$ cat src/rtl/driver_inputs.sv
// Debounced switch/key read peripheral with sticky key-press and switch-change flags.
// Latency: read data and data_valid one cycle after a chip_select read; debounce takes 2 + DEBOUNCE_CYCLES cycles.
// Backpressure: none; every selected bus cycle is accepted, one read response per cycle.
module driver_inputs #(
    parameter int DEBOUNCE_CYCLES = 500000,
    parameter int CNT_WIDTH       = $clog2(DEBOUNCE_CYCLES)
) (
    input  logic        clk,
    input  logic        reset_n,
    input  logic        chip_select,
    input  logic [1:0]  addr,
    input  logic        write_enable,
    input  logic [31:0] data_write,
    output logic [31:0] data_read,
    output logic        data_valid,
    input  logic [9:0]  sw,
    input  logic [3:0]  key
);
    localparam int NB = 14;
    localparam logic [CNT_WIDTH-1:0] CNT_LAST = CNT_WIDTH'(DEBOUNCE_CYCLES - 1);

    // Bits [9:0] are switches, [13:10] are keys inverted so 1 = pressed.
    logic [NB-1:0]        raw_in;
    logic [NB-1:0]        sync_1;
    logic [NB-1:0]        sync_2;
    logic [NB-1:0]        deb;
    logic [NB-1:0]        upd;
    logic [CNT_WIDTH-1:0] cnt [NB];
    logic [3:0]           key_press;
    logic [9:0]           sw_change;
    logic                 bus_rd;
    logic                 bus_wr;
    logic [3:0]           key_clr;
    logic [9:0]           sw_clr;
    logic [31:0]          rd_mux;
    logic [21:0]          unused_wdata;

    assign raw_in       = {~key, sw};
    assign bus_rd       = chip_select & ~write_enable;
    assign bus_wr       = chip_select & write_enable;
    assign key_clr      = (bus_wr && addr == 2'd2) ? data_write[3:0] : 4'd0;
    assign sw_clr       = (bus_wr && addr == 2'd3) ? data_write[9:0] : 10'd0;
    assign unused_wdata = data_write[31:10];

    always_ff @(posedge clk or negedge reset_n) begin
        if (!reset_n) begin
            sync_1 <= '0;
            sync_2 <= '0;
        end else begin
            sync_1 <= raw_in;
            sync_2 <= sync_1;
        end
    end

    // A bit commits only on the last cycle of an uninterrupted mismatch run.
    always_comb begin
        upd = '0;
        for (int i = 0; i < NB; i++) begin
            upd[i] = (sync_2[i] != deb[i]) && (cnt[i] == CNT_LAST);
        end
    end

    always_ff @(posedge clk or negedge reset_n) begin
        if (!reset_n) begin
            deb <= '0;
            for (int i = 0; i < NB; i++) begin
                cnt[i] <= '0;
            end
        end else begin
            for (int i = 0; i < NB; i++) begin
                if (sync_2[i] == deb[i]) begin
                    cnt[i] <= '0;
                end else if (upd[i]) begin
                    deb[i] <= sync_2[i];
                    cnt[i] <= '0;
                end else begin
                    cnt[i] <= cnt[i] + CNT_WIDTH'(1);
                end
            end
        end
    end

    // Set terms are OR'ed after the clear so a coincident edge is never lost.
    always_ff @(posedge clk or negedge reset_n) begin
        if (!reset_n) begin
            key_press <= '0;
            sw_change <= '0;
        end else begin
            key_press <= (key_press & ~key_clr) | (upd[13:10] & sync_2[13:10]);
            sw_change <= (sw_change & ~sw_clr) | upd[9:0];
        end
    end

    always_comb begin
        rd_mux = '0;
        case (addr)
            2'd0:    rd_mux = {22'd0, deb[9:0]};
            2'd1:    rd_mux = {28'd0, deb[13:10]};
            2'd2:    rd_mux = {28'd0, key_press};
            default: rd_mux = {22'd0, sw_change};
        endcase
    end

    always_ff @(posedge clk or negedge reset_n) begin
        if (!reset_n) begin
            data_read  <= '0;
            data_valid <= 1'b0;
        end else begin
            data_valid <= bus_rd;
            if (bus_rd) begin
                data_read <= rd_mux;
            end
        end
    end
endmodule

$ cat config.mk
export PLATFORM = sky130hd
export DESIGN_NAME = driver_inputs
export DESIGN_NICKNAME = d
export VERILOG_FILES = /design/src/rtl/driver_inputs.sv
export SDC_FILE = /design/constraint.sdc
export NUM_CORES = 1
export LEC_CHECK = 0
export ABC_AREA = 1
export BUFFER_PORTS_ARGS = -buffer_cell sky130_fd_sc_hd__buf_2
export CAP_MARGIN = 20
export CORE_UTILIZATION = 55
export CTS_CLUSTER_SIZE = 30
export DETAILED_ROUTE_END_ITERATION = 8
export GPL_TIMING_DRIVEN = 0
export PLACE_DENSITY = 0.73
export SYNTH_ARGS = -nofsm -noshare
export SYNTH_HDL_FRONTEND = slang
export SYNTH_SLANG_ARGS = --single-unit
export TNS_END_PERCENT = 1
$ cat constraint.sdc
create_clock -name clk -period 3.97 [get_ports clk]
set_input_delay 1.191 -clock clk [delete_from_list [all_inputs] [get_ports clk]]
set_output_delay 1.191 -clock clk [all_outputs]
set_load 0.02 [all_outputs]
==> impl_metrics.toml <==
[status]
status = "complete, no violations"

[yosys]
ys_types = 35
synth_top_area_share = 0.4734
synth_area_leaders = "dfrtp_1, nor2_1, nand2_1"
synth_area_um2 = 17600
synth-seq-area-share = 0.4734
yosys_warnings = 0
postSynthAreaPerCell_um2 = 7.754
synthTopCellsByCount = "nor2_1, nand2_1, dfrtp_1"
yosys.cell_count.top_type = "nor2_1"
ys_async_sr_fraction = 1.000
synthCells = 2270
synth_seq_cells = 333
ys.flop_type = "dfrtp_1"
synth_top_area_cell = "dfrtp_1"
synth_edf_count = 0

[clock_network]
cts.sinks = 333
cts_buffers = 37
insertion_delay_ps = 520
cts_resized = 0
post_cts.repair.setup_buffers = 0
clk_path_buf_depth = 3
path_clk_slew_ps = 60
hold_buffers = 0
h-tree-depth = 2
cts_root_buf = "clkbuf_16"
tritoncts = "done"

[critical_path]
worstPathMaxFanout = 124
cp.buffers_inverters = 3
crit_path_cell_trace = "buf_8 -> buf_16 -> buf_16"
worst-setup-path-type = "input port to async pin"
worst_path_largest_cell_delay_ps = 540
worst_ep_arrival_time_ps = 2930
worst_setup_path_start_kind = "input port"
cp-end-kind = "async pin"
cpMostUsedCell = "buf_16"
rrSetupSlack_ps = 2390
critPathSlowestCell = "buf_8"
cp.required_ps = 4570
cp_top_family = "buffers and inverters"

[die]
io_pins = 85
die-height_um = 180.9
dieArea_um2 = 32720
coreArea_um2 = 31560
start_util = 0.5578
dieWidth_um = 180.9
rows = 65

[cells_and_area]
diodes = 0
drive_above_1_share = 0.1182
syn_to_final_growth_pct = 11.53
final_nets = 2437
finalCoreUtilization = 0.6221

[power]
power_frac_seq = 0.485
p_total_uw = 7284
internal-power_uw = 5610
clock_power_share = 0.463
net-switching-power_uw = 1674
powerDensity_nw_per_um2 = 371.1
switching_share = 0.2298
vdd_drop_max_uv = 336.5
p_leak_uw = 0.008723
p_comb_frac = 0.052

[sta]
slew_viol_final = 0
finalSetupViolations = 0
fin_worst_skew_ps = 11.95
slew_headroom = 0.4291
finalCriticalPeriod_ps = 2330
finalHoldViolCount = 0
finalCritPeriodShare = 0.5869
fin_setup_tns_ps = 0
holdWs_ps = 344.1
fmax_mhz = 429.2
worst_pin_slew_ps = 856.4
rsz0062_at_grt = "no"

[detailed_routing]
drc = 0
first_pass_iters = 6
routed_wl_mm = 35.58
avgRoutedWirePerCell_um = 12.72
vias = 14220
drt_iter0_markers = 803
vias_per_cell = 5.084
postRouteAntennaNets = 0

[global_routing]
grt_pass1_wl_mm = 61.91
grt_max_degree = 125
gr-total-overflow = 0
grt.total_usage = 0.2262
grt_pass1_vias = 13690
antenna_found_initial = 0

[placed_design]
dp_hpwl_mm = 25.16
place.gp.congestion = 0.9181
port_buffers = 39

[flow_run]
drv_cap = 0

[min_path]
min_path_type = "flip-flop to flip-flop"
[power groups by stage]
stage	Clock, uW	Sequential (uW)	Combinational [uW]
2_1_floorplan	0	3600	201
3_3_place_gp	0	3590	367
3_5_place_dp	0	3600	384
4_1_cts	3460	3540	386
5_1_grt	3600	3540	434
6_report	3370	3540	376
[sequential cells by signal (all words and copies together), names as in the netlist]
register    cells
cnt           266
sw_change      10
sync_2         14
key_press       4
data_valid      1
data_read      10
deb            14
sync_1         14
[routing by layer]
metal	vias to the layer above	global-route usage	wire length (um)
met5	-	0	0
met2	262	0.3833	17110
met3	64	0.03185	1386
met1	6653	0.3023	16370
met4	0	0.06667	706
li1	7241	-	-
[logic make-up (layout without fill, tap and decap cells)]
family	after synthesis	in the layout	share of synthesized area
fa+ha+maj	14	14	0.009952
flops	333	333	0.4734
xor+xnor	120	120	0.05971
simple gates	1380	1380	0.3485
buf+inv	290	394	0.06824
other cells	1	22	0.0002131
compound gates	132	132	0.03995
[stage by stage]
step / cells / setup slack (ps) / instance area [um^2]
3_3_place_gp: 2732 / -4630 / 18380
2_1_floorplan: 2291 / 1961 / 17680
4_1_cts: 2797 / 1595 / 19630
5_1_grt: 2797 / 1344 / 19630
6_report: 2797 / 1640 / 19630
3_5_place_dp: 2734 / 1039 / 18440
[cell usage in the layout (no fill, tap or decap), drive strengths merged]
| cell | Yosys | final |
|---|---|---|
| o22ai | 10 | 10 |
| clkinv | 1 | 11 |
| nor3b | 5 | 5 |
| nand4 | 23 | 23 |
| dfrtp | 333 | 333 |
| o21bai | 6 | 6 |
| bufinv | 0 | 3 |
| clkinvlp | 0 | 2 |
| nand2 | 532 | 532 |
| clkbuf | 0 | 47 |
| or2 | 1 | 1 |
| xnor2 | 37 | 37 |
| nand3 | 181 | 181 |
| ha | 14 | 14 |
| conb | 1 | 22 |
| and2 | 11 | 11 |
| a21oi | 48 | 48 |
| a31oi | 7 | 7 |
| o21a | 1 | 1 |
| buf | 33 | 74 |
| nand3b | 5 | 5 |
| xor2 | 83 | 83 |
| inv | 256 | 257 |
| nor2 | 593 | 593 |
| nor3 | 29 | 29 |
| o21ai | 60 | 60 |
[path summary, 6_finish.rpt]
kind	from	end	cells after the start
min reg2reg	sync_1[12]	sync_2[12]	0
min	sync_1[12]	sync_2[12]	0
max	reset_n	cnt[140]	3
max reg2reg	cnt[114]	cnt[132]	8
max in group clk	data_read[1]	data_read[1]	1
min in group asynchronous	reset_n	cnt[48]	1
[layout make-up]
type                    count  area, um^2
fillers                  2744       11930
flip-flops and latches    333        8333
multi-input cells        1668        8145
clock buffers              47        1023
inverters                 257       969.7
well taps                 402       503.0
repair buffers             41       260.3
plain buffers              33       231.5
clock inverters            16       163.9
Power figures use the tool's default switching activity.
